### config.mk
export PLATFORM = sky130hd
export DESIGN_NAME = param_node_merge_flat
export DESIGN_NICKNAME = d
export VERILOG_FILES = /design/src/rtl/param_node_merge_if.sv /design/src/rtl/param_node_merge.sv /design/src/flat_wrapper.sv
export SDC_FILE = /design/constraint.sdc
export NUM_CORES = 1
export LEC_CHECK = 0
export CAP_MARGIN = 20
export CORE_UTILIZATION = 35
export CTS_BUF_LIST = sky130_fd_sc_hd__clkbuf_16
export CTS_CLUSTER_SIZE = 20
export DETAILED_ROUTE_END_ITERATION = 10
export DONT_BUFFER_PORTS = 1
export PLACE_DENSITY = 0.53
export SYNTH_ARGS = -nofsm -noshare
export SYNTH_HDL_FRONTEND = slang
export SYNTH_SLANG_ARGS = --single-unit
export TNS_END_PERCENT = 10
### constraint.sdc
create_clock -name CLK -period 1.8 [get_ports CLK]
set_input_delay 0.36 -clock CLK [delete_from_list [all_inputs] [get_ports CLK]]
set_output_delay 0.36 -clock CLK [all_outputs]
set_load 0.005 [all_outputs]
### src/rtl/param_node_merge_if.sv
// Bundle of the merge node's channels: N input channels, one select-token channel,
// the tagged output channel, and status/debug observation signals.
interface param_node_merge_if #(
    parameter int N     = 4,
    parameter int W     = 11,
    parameter int DEPTH = 2
) ();
    localparam int SW = (N > 1) ? $clog2(N) : 1;
    localparam int CW = $clog2(DEPTH + 1);

    logic [N*W-1:0] in_data;
    logic [N-1:0]   in_valid;
    logic [N-1:0]   in_ready;
    logic [SW-1:0]  ctrl_sel;
    logic           ctrl_valid;
    logic           ctrl_ready;
    logic [W-1:0]   out_data;
    logic [SW-1:0]  out_src;
    logic           out_valid;
    logic           out_ready;
    logic           sel_err;
    logic [CW-1:0]  fifo_count;
    logic [SW-1:0]  dbg_rr_ptr;

    // Every channel: a transfer happens on a rising edge where valid && ready; a sender
    // holds its data stable while valid && !ready, and ready never depends on out_ready.
    modport master (
        output in_data, in_valid, ctrl_sel, ctrl_valid, out_ready,
        input  in_ready, ctrl_ready, out_data, out_src, out_valid, sel_err, fifo_count,
               dbg_rr_ptr
    );

    modport slave (
        input  in_data, in_valid, ctrl_sel, ctrl_valid, out_ready,
        output in_ready, ctrl_ready, out_data, out_src, out_valid, sel_err, fifo_count,
               dbg_rr_ptr
    );
endinterface

### src/rtl/param_node_merge.sv
// N-way merge node: picks one input per cycle (select token or round-robin) and queues
// {source, data} in a DEPTH-entry FIFO that drives the output channel.
module param_node_merge #(
    parameter int N        = 4,
    parameter int W        = 11,
    parameter int DEPTH    = 2,
    parameter int ARB_MODE = 0
) (
    input logic              CLK,
    input logic              RESET,
    param_node_merge_if.slave bus
);
    localparam int SW = (N > 1) ? $clog2(N) : 1;
    localparam int CW = $clog2(DEPTH + 1);
    localparam int PW = (DEPTH > 1) ? $clog2(DEPTH) : 1;
    localparam logic [SW:0]   NUM_IN   = (SW + 1)'(N);
    localparam logic [SW-1:0] LAST_IN  = SW'(N - 1);
    localparam logic [PW-1:0] LAST_PTR = PW'(DEPTH - 1);
    localparam logic [CW-1:0] FULL_CNT = CW'(DEPTH);

    logic [SW+W-1:0] r_mem [DEPTH];
    logic [PW-1:0]   r_wr_ptr;
    logic [PW-1:0]   r_rd_ptr;
    logic [CW-1:0]   r_count;
    logic [SW-1:0]   r_rr_ptr;
    logic            r_sel_err;

    logic            w_accept;
    logic            w_found;
    logic            w_push;
    logic            w_pop;
    logic            w_sel_err;
    logic            w_ctrl_ready;
    logic [N-1:0]    w_in_ready;
    logic [SW-1:0]   w_idx;
    logic [SW-1:0]   w_push_src;
    logic [W-1:0]    w_push_data;
    logic [SW-1:0]   w_rr_next;

    // Push eligibility looks only at occupancy, so a full FIFO stalls even while popping.
    assign w_accept = !RESET && (r_count < FULL_CNT);
    assign w_pop    = (r_count != '0) && bus.out_ready;

    always_comb begin
        w_found      = 1'b0;
        w_push       = 1'b0;
        w_sel_err    = 1'b0;
        w_ctrl_ready = 1'b0;
        w_in_ready   = '0;
        w_idx        = '0;
        w_push_src   = '0;
        w_push_data  = '0;
        if (ARB_MODE != 0) begin
            for (int k = 0; k < N; k++) begin
                w_idx = SW'((int'(r_rr_ptr) + k) % N);
                if (!w_found && bus.in_valid[w_idx]) begin
                    w_found    = 1'b1;
                    w_push_src = w_idx;
                end
            end
            w_push = w_found && w_accept;
        end else if (bus.ctrl_valid && w_accept) begin
            if ({1'b0, bus.ctrl_sel} < NUM_IN) begin
                w_push_src = bus.ctrl_sel;
                for (int i = 0; i < N; i++) begin
                    if (SW'(i) == bus.ctrl_sel) w_found = bus.in_valid[i];
                end
                w_push       = w_found;
                w_ctrl_ready = w_found;
            end else begin
                // Out-of-range token is swallowed without touching any input.
                w_ctrl_ready = 1'b1;
                w_sel_err    = 1'b1;
            end
        end
        for (int i = 0; i < N; i++) begin
            if (w_push && (SW'(i) == w_push_src)) begin
                w_in_ready[i] = 1'b1;
                w_push_data   = bus.in_data[i*W +: W];
            end
        end
    end

    assign w_rr_next = (w_push_src == LAST_IN) ? '0 : w_push_src + 1'b1;

    always_ff @(posedge CLK or posedge RESET) begin
        if (RESET) begin
            r_wr_ptr  <= '0;
            r_rd_ptr  <= '0;
            r_count   <= '0;
            r_rr_ptr  <= '0;
            r_sel_err <= 1'b0;
            for (int i = 0; i < DEPTH; i++) r_mem[i] <= '0;
        end else begin
            r_sel_err <= w_sel_err;
            if (w_push) begin
                r_mem[r_wr_ptr] <= {w_push_src, w_push_data};
                r_wr_ptr        <= (r_wr_ptr == LAST_PTR) ? '0 : r_wr_ptr + 1'b1;
                if (ARB_MODE != 0) r_rr_ptr <= w_rr_next;
            end
            if (w_pop) begin
                r_rd_ptr <= (r_rd_ptr == LAST_PTR) ? '0 : r_rd_ptr + 1'b1;
            end
            case ({w_push, w_pop})
                2'b10:   r_count <= r_count + CW'(1);
                2'b01:   r_count <= r_count - CW'(1);
                default: r_count <= r_count;
            endcase
        end
    end

    assign bus.in_ready                = w_in_ready;
    assign bus.ctrl_ready              = w_ctrl_ready;
    assign bus.out_valid               = (r_count != '0);
    assign {bus.out_src, bus.out_data} = (r_count != '0) ? r_mem[r_rd_ptr] : '0;
    assign bus.sel_err                 = r_sel_err;
    assign bus.fifo_count              = r_count;
    assign bus.dbg_rr_ptr              = r_rr_ptr;
endmodule

### src/flat_wrapper.sv
// flat-port wrapper written by rule: the top's interface ports become plain ports
module param_node_merge_flat 
#(
    parameter int N        = 4,
    parameter int W        = 11,
    parameter int DEPTH    = 2,
    parameter int ARB_MODE = 0
)
  (CLK, RESET, bus_in_data, bus_in_valid, bus_ctrl_sel, bus_ctrl_valid, bus_out_ready, bus_in_ready, bus_ctrl_ready, bus_out_data, bus_out_src, bus_out_valid, bus_sel_err, bus_fifo_count, bus_dbg_rr_ptr);
  param_node_merge_if #(.N(N), .W(W), .DEPTH(DEPTH)) bus_i ();
  input logic CLK;
  input logic RESET;
  input wire logic [$bits(bus_i.in_data)-1:0] bus_in_data;
  input wire logic [$bits(bus_i.in_valid)-1:0] bus_in_valid;
  input wire logic [$bits(bus_i.ctrl_sel)-1:0] bus_ctrl_sel;
  input wire logic [$bits(bus_i.ctrl_valid)-1:0] bus_ctrl_valid;
  input wire logic [$bits(bus_i.out_ready)-1:0] bus_out_ready;
  output wire logic [$bits(bus_i.in_ready)-1:0] bus_in_ready;
  output wire logic [$bits(bus_i.ctrl_ready)-1:0] bus_ctrl_ready;
  output wire logic [$bits(bus_i.out_data)-1:0] bus_out_data;
  output wire logic [$bits(bus_i.out_src)-1:0] bus_out_src;
  output wire logic [$bits(bus_i.out_valid)-1:0] bus_out_valid;
  output wire logic [$bits(bus_i.sel_err)-1:0] bus_sel_err;
  output wire logic [$bits(bus_i.fifo_count)-1:0] bus_fifo_count;
  output wire logic [$bits(bus_i.dbg_rr_ptr)-1:0] bus_dbg_rr_ptr;
  assign bus_i.in_data = bus_in_data;
  assign bus_i.in_valid = bus_in_valid;
  assign bus_i.ctrl_sel = bus_ctrl_sel;
  assign bus_i.ctrl_valid = bus_ctrl_valid;
  assign bus_i.out_ready = bus_out_ready;
  assign bus_in_ready = bus_i.in_ready;
  assign bus_ctrl_ready = bus_i.ctrl_ready;
  assign bus_out_data = bus_i.out_data;
  assign bus_out_src = bus_i.out_src;
  assign bus_out_valid = bus_i.out_valid;
  assign bus_sel_err = bus_i.sel_err;
  assign bus_fifo_count = bus_i.fifo_count;
  assign bus_dbg_rr_ptr = bus_i.dbg_rr_ptr;
  param_node_merge #(.N(N), .W(W), .DEPTH(DEPTH), .ARB_MODE(ARB_MODE)) u_core (.CLK(CLK), .RESET(RESET), .bus(bus_i));
endmodule
==> results of run 1 <==
[worst max-delay path, delay by kind of cell, from the launching register on]
| family | cells | cell delay, ns |
|---|---|---|
| simple gates | 3 | 0.47 |
| flops | 1 | 0.45 |
| buf+inv | 1 | 0.21 |
[flip-flops by register name, indices dropped and copies added (netlist names)]
signal / flops
u_core.r_wr_ptr: 1
u_core.r_rd_ptr: 1
u_core.r_mem: 26
u_core.bus.fifo_count: 2
[area by class of cell]
| class | instances | share of cell area (%) |
|---|---|---|
| timing repair buffer | 22 | 7.39 |
| inverter | 5 | 0.821 |
| multi-input combinational | 148 | 49.0 |
| clock inverter | 3 | 0.547 |
| clock buffer | 5 | 5.47 |
| tap | 70 | 3.83 |
| sequential | 30 | 32.9 |
[cells in the mapped netlist]
master | number | area (um^2)
sky130_fd_sc_hd__a21bo_2 | 2 | 20.0
sky130_fd_sc_hd__a21oi_1 | 20 | 100
sky130_fd_sc_hd__a311oi_1 | 1 | 8.76
sky130_fd_sc_hd__a31oi_1 | 20 | 125
sky130_fd_sc_hd__a32o_1 | 1 | 10.0
sky130_fd_sc_hd__and2_4 | 2 | 17.5
sky130_fd_sc_hd__and4bb_2 | 1 | 12.5
sky130_fd_sc_hd__buf_2 | 5 | 25.0
sky130_fd_sc_hd__buf_4 | 5 | 37.5
sky130_fd_sc_hd__buf_6 | 3 | 33.8
sky130_fd_sc_hd__clkbuf_1 | 8 | 30.0
sky130_fd_sc_hd__conb_1 | 1 | 3.75
sky130_fd_sc_hd__dfrtp_1 | 30 | 751
sky130_fd_sc_hd__ha_1 | 1 | 12.5
sky130_fd_sc_hd__inv_1 | 5 | 18.8
sky130_fd_sc_hd__mux2_2 | 24 | 270
sky130_fd_sc_hd__mux2_4 | 2 | 30.0
sky130_fd_sc_hd__mux2i_1 | 14 | 140
sky130_fd_sc_hd__mux4_2 | 1 | 22.5
sky130_fd_sc_hd__nand2_1 | 4 | 15.0
sky130_fd_sc_hd__nand3_1 | 11 | 55.1
sky130_fd_sc_hd__nand4_1 | 10 | 62.6
sky130_fd_sc_hd__nor2_1 | 20 | 75.1
sky130_fd_sc_hd__nor2b_1 | 1 | 6.26
sky130_fd_sc_hd__nor3b_1 | 1 | 7.51
sky130_fd_sc_hd__nor4b_1 | 1 | 8.76
sky130_fd_sc_hd__nor4bb_1 | 1 | 10.0
sky130_fd_sc_hd__o31ai_1 | 2 | 15.0
sky130_fd_sc_hd__xnor2_1 | 3 | 26.3
sky130_fd_sc_hd__xor2_1 | 2 | 17.5
[path summary, 6_finish.rpt]
check	end	cells after the start
worst min-delay path	u_core.bus.fifo_count[0]$_DFFE_PP0P_	2
min in group CLK	u_core.r_mem[12]$_DFFE_PP0P_	1
worst max-delay path	bus_in_ready[2]	4
worst max register to register	u_core.r_mem[25]$_DFFE_PP0P_	5
worst min register to register	u_core.r_mem[11]$_DFFE_PP0P_	1
max in group asynchronous	u_core.bus.fifo_count[1]$_DFFE_PP0P_	2
[where the power goes]
group | switching, mW | internal, mW
sequential | 0.221 | 1.02
clock | 0.266 | 0.497
combinational | 0.692 | 0.644
[logic make-up (layout without fill, tap and decap cells)]
group / after synthesis / count (layout) / synth area share (%)
AND/OR/NAND/NOR: 52 / 52 / 13.7
AO/OA/AOI/OAI: 46 / 46 / 14.2
multiplexers: 41 / 41 / 23.5
flip-flops: 30 / 30 / 38.1
buffers and inverters: 26 / 35 / 7.37
XOR/XNOR: 5 / 5 / 2.23
adder cells (fa/ha/maj): 1 / 1 / 0.636
other: 1 / 3 / 0.191
[metal layers]
metal | routed length [um] | share of wire, % | vias up
met5 | 0 | 0 | -
met4 | 34 | 0.68 | 0
met3 | 285 | 5.7 | 2
met2 | 2180 | 43 | 67
met1 | 2530 | 50 | 747
li1 | - | - | 761
[stage by stage]
| step | hold slack, ns | power, mW | cell area [um^2] |
|---|---|---|---|
| floorplan | 0.451 | 2.19 | 1980 |
| global placement | 0.354 | 2.51 | 2040 |
| finish | 0.0498 | 3.34 | 2290 |
| detailed placement | 0.347 | 2.52 | 2040 |
| global route | 0.100 | 3.58 | 2290 |
| CTS | 0.0596 | 3.29 | 2180 |
[repair_timing]
item / 4_1_cts / 5_1_grt
endpoints found under the setup margin: 4 / 4
pin swaps: 0 / 3
cloned: 0 / 0
hold endpoints to repair: 0 / 0
setup buffers: 0 / 10
gates resized for setup: 2 / 8
==> out/results.txt, run 1 <==
Summed over all nets, the half-perimeter wirelength after detailed placement is 3570 um. Global routing used 25.4% of the available met2 tracks. For the number of global-route vias before repair, the log shows 1,496.

In this run, placement finished with an instance count of 265. Data on the critical path is required at its endpoint by 1.44 ns. The run gives 752 um^2 as the area used by sequential logic in the layout.

The flow ran to the end, and the final reports show no timing, DRC or antenna violations. The count of buffers added on input and output ports is 0. The count of clock tree sinks is 30, and the final critical delay including setup and external delays is 1.75 ns.

The floorplan has 26 rows. Data on the critical path arrives at its endpoint at 1.39 ns. The flop and latch count out of synthesis came out at 30. The H-tree level count was 2; the die height was 77.0 um. Timing would allow up to 0.572 GHz.

After the flow finishes, the layout carries non-filler instances totaling 283. The share of the Yosys chip area taken by registers is 38.1%. The most used routing layer in global routing is met2. In this run the remaining antenna-violating nets after routing total 0. The tools report the cts-stage hold buffer count as 0. The diode insertion count for antenna repair was 0; the total CTS buffers was 5. Summing every instance area after synthesis gives 1970 um^2.

Compared with the post-synthesis result, the final layout area differs by 16.1%. The final hold violation count is 0, and the largest fanout of any net on the critical path is 6. By startpoint and endpoint, the worst setup path is classified as flip-flop to primary output.

The number of antenna violations at the first check in global routing came out at 0. Wires add up to 5030 um. For the final database, setup skew stands at 0.00695 ns. In this run, the number of DRC markers left after iteration 0 of detailed routing was 74. Setup violations remaining at the end of the flow were counted as 0.

The total routing resource utilization after global routing came out at 17.3%. STA classifies the critical path startpoint as a flip-flop. Leaving out fill and tap cells, the most frequent cell in the layout is sky130_fd_sc_hd__dfrtp_1. The detailed-route DRC error count was 0.

The setup check on the worst reg-to-reg path leaves a slack of 0.18 ns. The post-synthesis cell count was 202; the global-route wire length before repair was 7960 um. For the aggregate negative setup slack, the log shows 0 ns. Pin placement for this block handled 78 I/O pins. The initial utilization of the core area, before any placement, comes to 37.3%. The min-delay analysis places its worst path in the category input port to asynchronous set/reset pin. IR analysis of the VDD net gives a maximum drop of 0.464 mV. The width of the chip was 77.0 um. The signal on the critical path passes through nor4bb_2 -> buf_4 -> nand2_4 -> nor2_2. The number of max-cap violations came out at 0. TritonCTS built the clock tree. The tools report the pin count of the biggest net entering global routing as 31. Leaving out fill and tap cells, the most frequent cells in the layout are 29 x sky130_fd_sc_hd__dfrtp_1, 24 x sky130_fd_sc_hd__mux2_2, 21 x sky130_fd_sc_hd__buf_4, 20 x sky130_fd_sc_hd__a21oi_1, 20 x sky130_fd_sc_hd__a31oi_1. At the later pin of the worst-skew pair, clock insertion delay measures 0.27 ns. The post-placement setup slack is 0.149 ns, and the number of filler instances in the final layout is 532. The floorplan step defined a core boundary enclosing 5270 um^2. Routability-driven placement finished with a final weighted congestion of 0.762. The synthesized netlist contains 30 unique library cells.

In the final layout, the multi-input gates occupy 1120 um^2. Setup repair after global routing could not meet its margin everywhere. The floorplan step defined a die boundary enclosing 5930 um^2.

Measured on the finished design, the core utilization comes to 43.4%. The average vias per placed instance works out to 5.57. The post-route netlist has 32.4% of its cells at a drive strength greater than 1. The launch point of the worst reg-to-reg path was u_core.bus.fifo_count[1]$_DFFE_PP0P_. Each instance of the synthesized netlist takes up on average 9.74 um^2. The maximum buffer depth of the clock tree is 2, and the final net count is 267. Across all setup checks in the final design, the least slack found is 0.0509 ns.

The largest stage delay on the critical path was 0.45 ns. Clock-pin slew was measured on the worst setup and hold paths at 0.05 ns. The iteration count of the initial detailed-routing pass is 4. For this run, the number of Yosys warnings is 2.

Summed over all layers, the global routing overflow is 0. The period utilization works out to 97.2%. Global routing consumed, on the met3 layer, 2.14% of the routing resources. The worst setup path is captured at a primary output.

The final number of max-transition violations is 0. In the final routed layout, each cell accounts on average for 17.8 um. The slowest cell on the critical path was sky130_fd_sc_hd__dfrtp_2. Across all layers, the routed design uses 1,577 vias.

In this run the power density over the cells is 1460 nW/um^2. The tools report the total leakage power as 0.971 nW. The tree is rooted in a sky130_fd_sc_hd__clkbuf_16.

In this run the worst setup path begins at u_core.bus.fifo_count[1]$_DFFE_PP0P_. The met1 layer usage reported by global route was 25.2%.
No activity file was read; power rests on OpenSTA's default activity.
==> run 2, diff against run 1 <==
--- a/config.mk
+++ b/config.mk
@@ -12,6 +12,7 @@
 export DETAILED_ROUTE_END_ITERATION = 10
 export DONT_BUFFER_PORTS = 1
 export PLACE_DENSITY = 0.53
+export SKIP_CTS_REPAIR_TIMING = 1
 export SYNTH_ARGS = -nofsm -noshare
 export SYNTH_HDL_FRONTEND = slang
 export SYNTH_SLANG_ARGS = --single-unit
==> out/results.txt, run 2 (synthesized netlist as in run 1, its figures left out) <==
The peak supply drop was 0.460 mV. The worst setup path is launched from a flip-flop. For this design the static power due to leakage is 0.971 nW. TritonCTS built the clock tree. The slowest stage of the critical path belongs to the cell sky130_fd_sc_hd__dfrtp_2. For this run, the top clock speed supported by timing is 0.571 GHz.

The congestion estimate from routability-driven global placement came to 0.762. Clock-pin slew was measured on the worst setup and hold paths at 0.05 ns. The area growth from synthesis to layout came out at 16.4%. The capturing element type of the critical path was a primary output. The final hold violation count is 0, and the core footprint is 5270 um^2. The launching element of the worst setup path is u_core.bus.fifo_count[1]$_DFFE_PP0P_. The tools report the share of power burned in the clock network as 22.8%. Across all register-to-register paths, the minimum setup slack is 0.17 ns.

Measured in cells, the most critical reg-to-reg path has a length of 5. The category of cells accounting for the largest share of critical-path delay is simple AND/OR/NAND/NOR gates. The endpoint identified for the worst register-to-register timing path is u_core.r_mem[25]$_DFFE_PP0P_. H-tree level count: 2. Combinational logic is responsible for 40.1% of the overall power. Data on the critical path arrives at its endpoint at 1.39 ns.

Using the TritonRoute via totals, the vias-per-cell ratio works out to 5.60. The count of clock tree sinks came out at 30. The clock root buffer master was sky130_fd_sc_hd__clkbuf_16. Of the available clock period, the critical path in the final layout requires 97.3%. The tools report the count of boundary I/O pins as 78. The critical path is of the flip-flop to primary output type. At the end of the flow, the number of nets in the layout was 267. The tools report the iteration-0 DRC count of the detailed router as 68.

The logs give 0.27 ns for the clock latency at the later pin of the worst-skew pair and 5070 um for the post-detailed-routing wire length. The first global-routing pass estimated 7950 um of wire. After global routing the overflow that remains totals 0. In this run the power density over the cells is 1460 nW/um^2. The number of antenna violations at the first check in global routing was 0; the number of gates on the worst path with buffers counted was 4.

The internal portion of total power is 2.16 mW. For the number of routed nets with antenna violations, the log shows 0. The share of total power dissipated in sequential elements is 37.1%. In this run the deepest clock path goes through 2 buffers. Setup violations remaining at the end of the flow were counted as 0. The most critical setup path has its endpoint at bus_in_ready[2]. After detailed routing, the average wire length per cell comes to 17.9 um. The total area of multi-input combinational cells came out at 1130 um^2. For the worst setup path, the data required time is 1.44 ns. The run gives 0 as the final number of max-transition violations. The run finished with clean final reports. From bottom edge to top edge, the die measures 77.0 um.

The number of global-route vias before repair was 1,494; the starting utilization of the core area was 37.3%. The final critical delay including setup and external delays came out at 1.75 ns. Ranked by flip-flop count, first place goes to u_core.r_mem.

Final hold analysis gives a worst-case slack of 0.0503 ns. On the worst path, the slowest cell contributes a delay of 0.45 ns. The width of the chip works out to 77.0 um. Setup repair after global routing could not meet its margin everywhere.

After filler insertion, the fill cell instance count of the layout stands at 535. The largest fanout of any net on the critical path was 6; the area used by sequential logic in the layout was 752 um^2. The area of the die is 5930 um^2.

The total CTS buffers is 5, and the flip-flop count of the largest register, all copies and words added is 26. The count of buffering cells on the critical path with inverters included works out to 1. The launch point of the worst reg-to-reg path was u_core.bus.fifo_count[1]$_DFFE_PP0P_. In the layout the commonest cells are 29 x sky130_fd_sc_hd__dfrtp_1, 24 x sky130_fd_sc_hd__mux2_2, 21 x sky130_fd_sc_hd__buf_4, 20 x sky130_fd_sc_hd__a21oi_1, 20 x sky130_fd_sc_hd__a31oi_1.

The site row count was 26; the total of buffers placed on input and output ports was 0. Fraction of final layout cells sized beyond drive strength 1: 32.9%. The pin count of the biggest net entering global routing came out at 31. The proportion of total power due to net switching was 35.4%. The first TritonRoute pass finished after 4 iterations. The power spent charging and discharging nets was 1.19 mW; the number of max-cap violations was 0. The final clock skew was 0.00616 ns; the detailed-route DRC error count was 0. Total routing resource utilization after global routing: 17.2%.

The repair_antennas step left the layout with diodes totalling 0. The critical path goes through nor4bb_2 -> buf_4 -> nand2_4 -> nor2_2. The HPWL after detailed placement is 3570 um. Overall power consumption after layout is estimated at 3.35 mW.

The via total after detailed routing is 1,585. The leading cell type in the layout, fill and taps excluded is sky130_fd_sc_hd__dfrtp_1. The class of the tightest hold or removal check is input port to asynchronous set/reset pin.
## run 2: worst min path at each step
stage          slack [ns]  cells after the start                                   end  startpoint
6_report             0.05                      2  u_core.bus.fifo_count[0]$_DFFE_PP0P_       RESET
5_1_grt              0.10                      2          u_core.r_mem[25]$_DFFE_PP0P_       RESET
4_1_cts              0.06                      2  u_core.bus.fifo_count[1]$_DFFE_PP0P_       RESET
3_5_place_dp         0.35                      2  u_core.bus.fifo_count[1]$_DFFE_PP0P_       RESET
3_3_place_gp         0.35                      2  u_core.bus.fifo_count[1]$_DFFE_PP0P_       RESET
2_1_floorplan        0.45                      1  u_core.bus.fifo_count[0]$_DFFE_PP0P_       RESET
## run 2: routing by layer
| metal | vias to the layer above | part of all wire [%] | routed length (um) | track usage, % |
|---|---|---|---|---|
| met5 | - | 0 | 0 | 0 |
| met4 | 0 | 0.67 | 34 | 7.36 |
| met3 | 2 | 7.2 | 366 | 2.14 |
| met2 | 80 | 43 | 2190 | 25.4 |
| met1 | 744 | 49 | 2480 | 25.2 |
| li1 | 759 | - | - | - |
## run 2: area by class of cell
cell class / instances / area share [%]
Clock buffer: 5 / 5.46
Multi-Input combinational cell: 148 / 49.2
Inverter: 5 / 0.819
Clock inverter: 3 / 0.546
Tap cell: 70 / 3.82
Timing Repair Buffer: 22 / 7.37
Sequential cell: 30 / 32.8
## run 2: power by group through the flow
stage | Clock, mW | Sequential, mW | Combinational (mW)
floorplan | 0 | 1.18 | 1.02
global placement | 0 | 1.23 | 1.27
detailed placement | 0 | 1.24 | 1.28
CTS | 0.775 | 1.23 | 1.28
global route | 0.802 | 1.29 | 1.50
finish | 0.762 | 1.24 | 1.34
## run 2: worst register-to-register path, cell delays in order, from the launching register on
cell and delay, ns:
sky130_fd_sc_hd__dfrtp_2 0.45, sky130_fd_sc_hd__buf_4 0.15, sky130_fd_sc_hd__nor4b_2 0.28, sky130_fd_sc_hd__buf_4 0.26, sky130_fd_sc_hd__nand2_1 0.10, sky130_fd_sc_hd__mux2_2 0.28
## run 2: through the flow
| step | std cells | setup slack, ns | TNS (ns) | cell area [um^2] | util [%] |
|---|---|---|---|---|---|
| after global placement | 265 | 0.149 | 0 | 2040 | 38.7 |
| after floorplan | 204 | 0.117 | 0 | 1980 | - |
| after global routing | 283 | -0.0163 | -0.0312 | 2290 | 43.5 |
| after CTS | 273 | -0.0972 | -0.217 | 2180 | 41.3 |
| after detailed placement | 265 | 0.149 | 0 | 2040 | 38.7 |
| final | 283 | 0.0489 | 0 | 2290 | 43.5 |
==> run 3, diff against run 2 <==
--- a/config.mk
+++ b/config.mk
@@ -11,7 +11,7 @@
 export CTS_CLUSTER_SIZE = 20
 export DETAILED_ROUTE_END_ITERATION = 10
 export DONT_BUFFER_PORTS = 1
-export PLACE_DENSITY = 0.53
+export PLACE_DENSITY_LB_ADDON = 0.12
 export SKIP_CTS_REPAIR_TIMING = 1
 export SYNTH_ARGS = -nofsm -noshare
 export SYNTH_HDL_FRONTEND = slang
==> constraint.sdc (replaced) <==
create_clock -name CLK -period 1.8 [get_ports CLK]
set_input_delay 0.18 -clock CLK [delete_from_list [all_inputs] [get_ports CLK]]
set_output_delay 0.18 -clock CLK [all_outputs]
set_load 0.005 [all_outputs]
==> out/results.txt, run 3 (synthesized netlist as in run 1, its figures left out) <==
The combinational share of power is 38.6%, and the period utilization is 94.0%. For this run, the top clock speed supported by timing is 0.591 GHz. Core footprint: 5270 um^2.

The clock network burns 23.2% of the power. The final layout contains 258 nets. Net switching is 35.4% of the power. Counting the buffers created by CTS gives 5. The starting utilization of the core area is 37.3%, and the final clock skew is 0.00139 ns.

The path class of the tightest hold or removal check is input port to flip-flop. The total overflow left after global routing is 0. The number of antenna diodes in the final layout is 0.

The power spent charging and discharging nets is 1.15 mW. Clock-pin slew was measured on the worst setup and hold paths at 0.05 ns. The average vias per placed instance was 5.63; the largest stage delay on the critical path was 0.48 ns. After floorplanning, the core was divided into 26 placement rows.

The setup path with the least slack is of type flip-flop to primary output. Final hold violation count: 0. In this run the worst path has a maximum fanout of 12.

Clock root buffer master: sky130_fd_sc_hd__clkbuf_16. The register with the most flip-flops in the layout has 26 of them. The number of global-route vias before repair is 1,618, and the final critical delay including setup and external delays is 1.69 ns. The total area of multi-input combinational cells is 1100 um^2, and the power density over the cells is 1480 nW/um^2.

The data required time of the worst path was 1.62 ns; the slack of the worst reg-to-reg path was 0.21 ns. Setup violations remaining at the end of the flow were counted as 0. The final number of max-transition violations is 0. 78 I/O pins were placed.

The global-route wire length before repair is 8140 um, and the average wire per standard cell is 18.8 um. After detailed routing, the number of remaining DRC violations is 0. The number of routed nets with antenna violations is 0. The number of antenna violations at the first check in global routing was 0; the count of clock tree sinks was 30. The count of buffers added on input and output ports is 0.

STA classifies the critical path endpoint as a primary output. The logs give 18.0% for the total routing resource utilization after global routing and 0.489 mV for the peak supply drop. The count of placed standard cells including taps came out at 265. The final layout contains routed wiring with a total length of 5120 um. The signal on the critical path passes through nor4bb_2 -> buf_4 -> nand2_1 -> nor2_1.

The die is 77.0 um tall. The tools report the startpoint type of the worst setup path as a flip-flop. Across the run, the number of max-cap violations was 0.

The iteration-0 DRC count of the detailed router is 70, and the sequential cell fraction of total power is 38.2%. From synthesis to final layout, the design area changed by 11.1%. On the critical path, the stage with the largest delay is an instance of sky130_fd_sc_hd__dfrtp_1. The tools report the data arrival time at the worst-slack endpoint as 1.51 ns. Entering global routing, the biggest net connects 31 pins. Cells with a size suffix above 1 make up 25.6% of the layout. The flow ran to the end, and the final reports show no timing, DRC or antenna violations. The non-filler instance count after layout was 273; the iteration count of the initial detailed-routing pass was 4.

The tools report the number of filler instances in the final layout as 533. TritonCTS built the clock tree. Leading cell type in the layout, fill and taps excluded: sky130_fd_sc_hd__dfrtp_1. Setup repair after global routing left no endpoint under its margin.

The register with the most flip-flops was u_core.r_mem. The floorplan step defined a die boundary enclosing 5930 um^2. The final weighted congestion in routability-driven placement is 0.825, and the internal portion of total power is 2.10 mW. Clock latency on the worst-skew pair, taken at its later pin, is 0.27 ns. The width of the chip came out at 77.0 um.

Adding up every negative setup slack in the final design gives 0 ns. The total leakage power was 0.915 nW; the maximum buffer depth of the clock tree was 2. For the placed wire-length estimate, the log shows 3800 um. The top cell types in the final layout, fill and taps aside, are 30 x sky130_fd_sc_hd__dfrtp_1, 24 x sky130_fd_sc_hd__mux2_2, 20 x sky130_fd_sc_hd__nor2_1, 20 x sky130_fd_sc_hd__a21oi_1, 20 x sky130_fd_sc_hd__a31oi_1. The H-tree level count was 2.

Summing over every cut layer, the via total after detailed routing is 1,537. The area used by sequential logic in the layout came out at 751 um^2.
==> run 3: cell types whose count changed in the layout (fill, tap and decap cells not counted), sizes merged <==
cell and delta:
clkinv -2, inv +1, buf -10, dlygate4sd3 +1
==> run 3: worst max-delay path, delay by kind of cell, from the launching register on <==
family | cells | cell delay [ns]
and+or+nand+nor | 3 | 0.51
DFF | 1 | 0.48
buffers and inverters | 1 | 0.25
==> run 3: layout make-up <==
cell class              count  share of cell area (%)
clock buffers               5                    5.72
clock inverters             2                   0.343
inverters                   5                   0.858
multi-input cells         148                    50.2
flip-flops and latches     30                    34.3
well taps                  70                    4.00
repair buffers             13                    4.58
==> run 3: power groups by stage <==
stage | Clock [mW] | Sequential (mW) | Combinational [mW]
finish | 0.753 | 1.24 | 1.25
detailed placement | 0 | 1.25 | 1.27
global route | 0.805 | 1.29 | 1.40
floorplan | 0 | 1.18 | 1.02
global placement | 0 | 1.23 | 1.24
CTS | 0.763 | 1.24 | 1.28
==> run 3: metrics by stage <==
stage	util (%)	setup WS (ns)	cell area, um^2	total power [mW]	hold slack (ns)
after floorplan	-	0.203	1980	2.19	0.271
after global placement	38.7	0.250	2040	2.47	0.0284
after detailed placement	38.7	0.112	2040	2.52	0.0309
after CTS	41.2	0.0321	2170	3.28	-0.254
after global routing	41.5	0.00786	2190	3.50	0.0508
final	41.5	0.108	2190	3.25	0.0552
==> run 3: worst paths after layout <==
path	startpoint	depth (start not counted)	end
worst max-delay path	u_core.bus.fifo_count[1]$_DFFE_PP0P_	4	bus_in_ready[2]
worst max register to register	u_core.bus.fifo_count[1]$_DFFE_PP0P_	5	u_core.bus.fifo_count[1]$_DFFE_PP0P_
max in group asynchronous	RESET	3	u_core.r_mem[18]$_DFFE_PP0P_
worst min register to register	u_core.r_mem[11]$_DFFE_PP0P_	1	u_core.r_mem[11]$_DFFE_PP0P_
worst min-delay path	bus_ctrl_sel[1]	1	u_core.r_mem[12]$_DFFE_PP0P_
min in group asynchronous	RESET	2	u_core.r_wr_ptr$_DFFE_PP0P_
==> run 3: metal layers <==
layer | GRT usage (%) | vias up | wire, um | share of wire (%)
met5 | 0 | - | 0 | 0
met4 | 6.60 | 0 | 71 | 1.4
met3 | 3.69 | 6 | 263 | 5.1
met2 | 29.1 | 62 | 2400 | 47
met1 | 23.7 | 729 | 2390 | 47
li1 | - | 740 | - | -
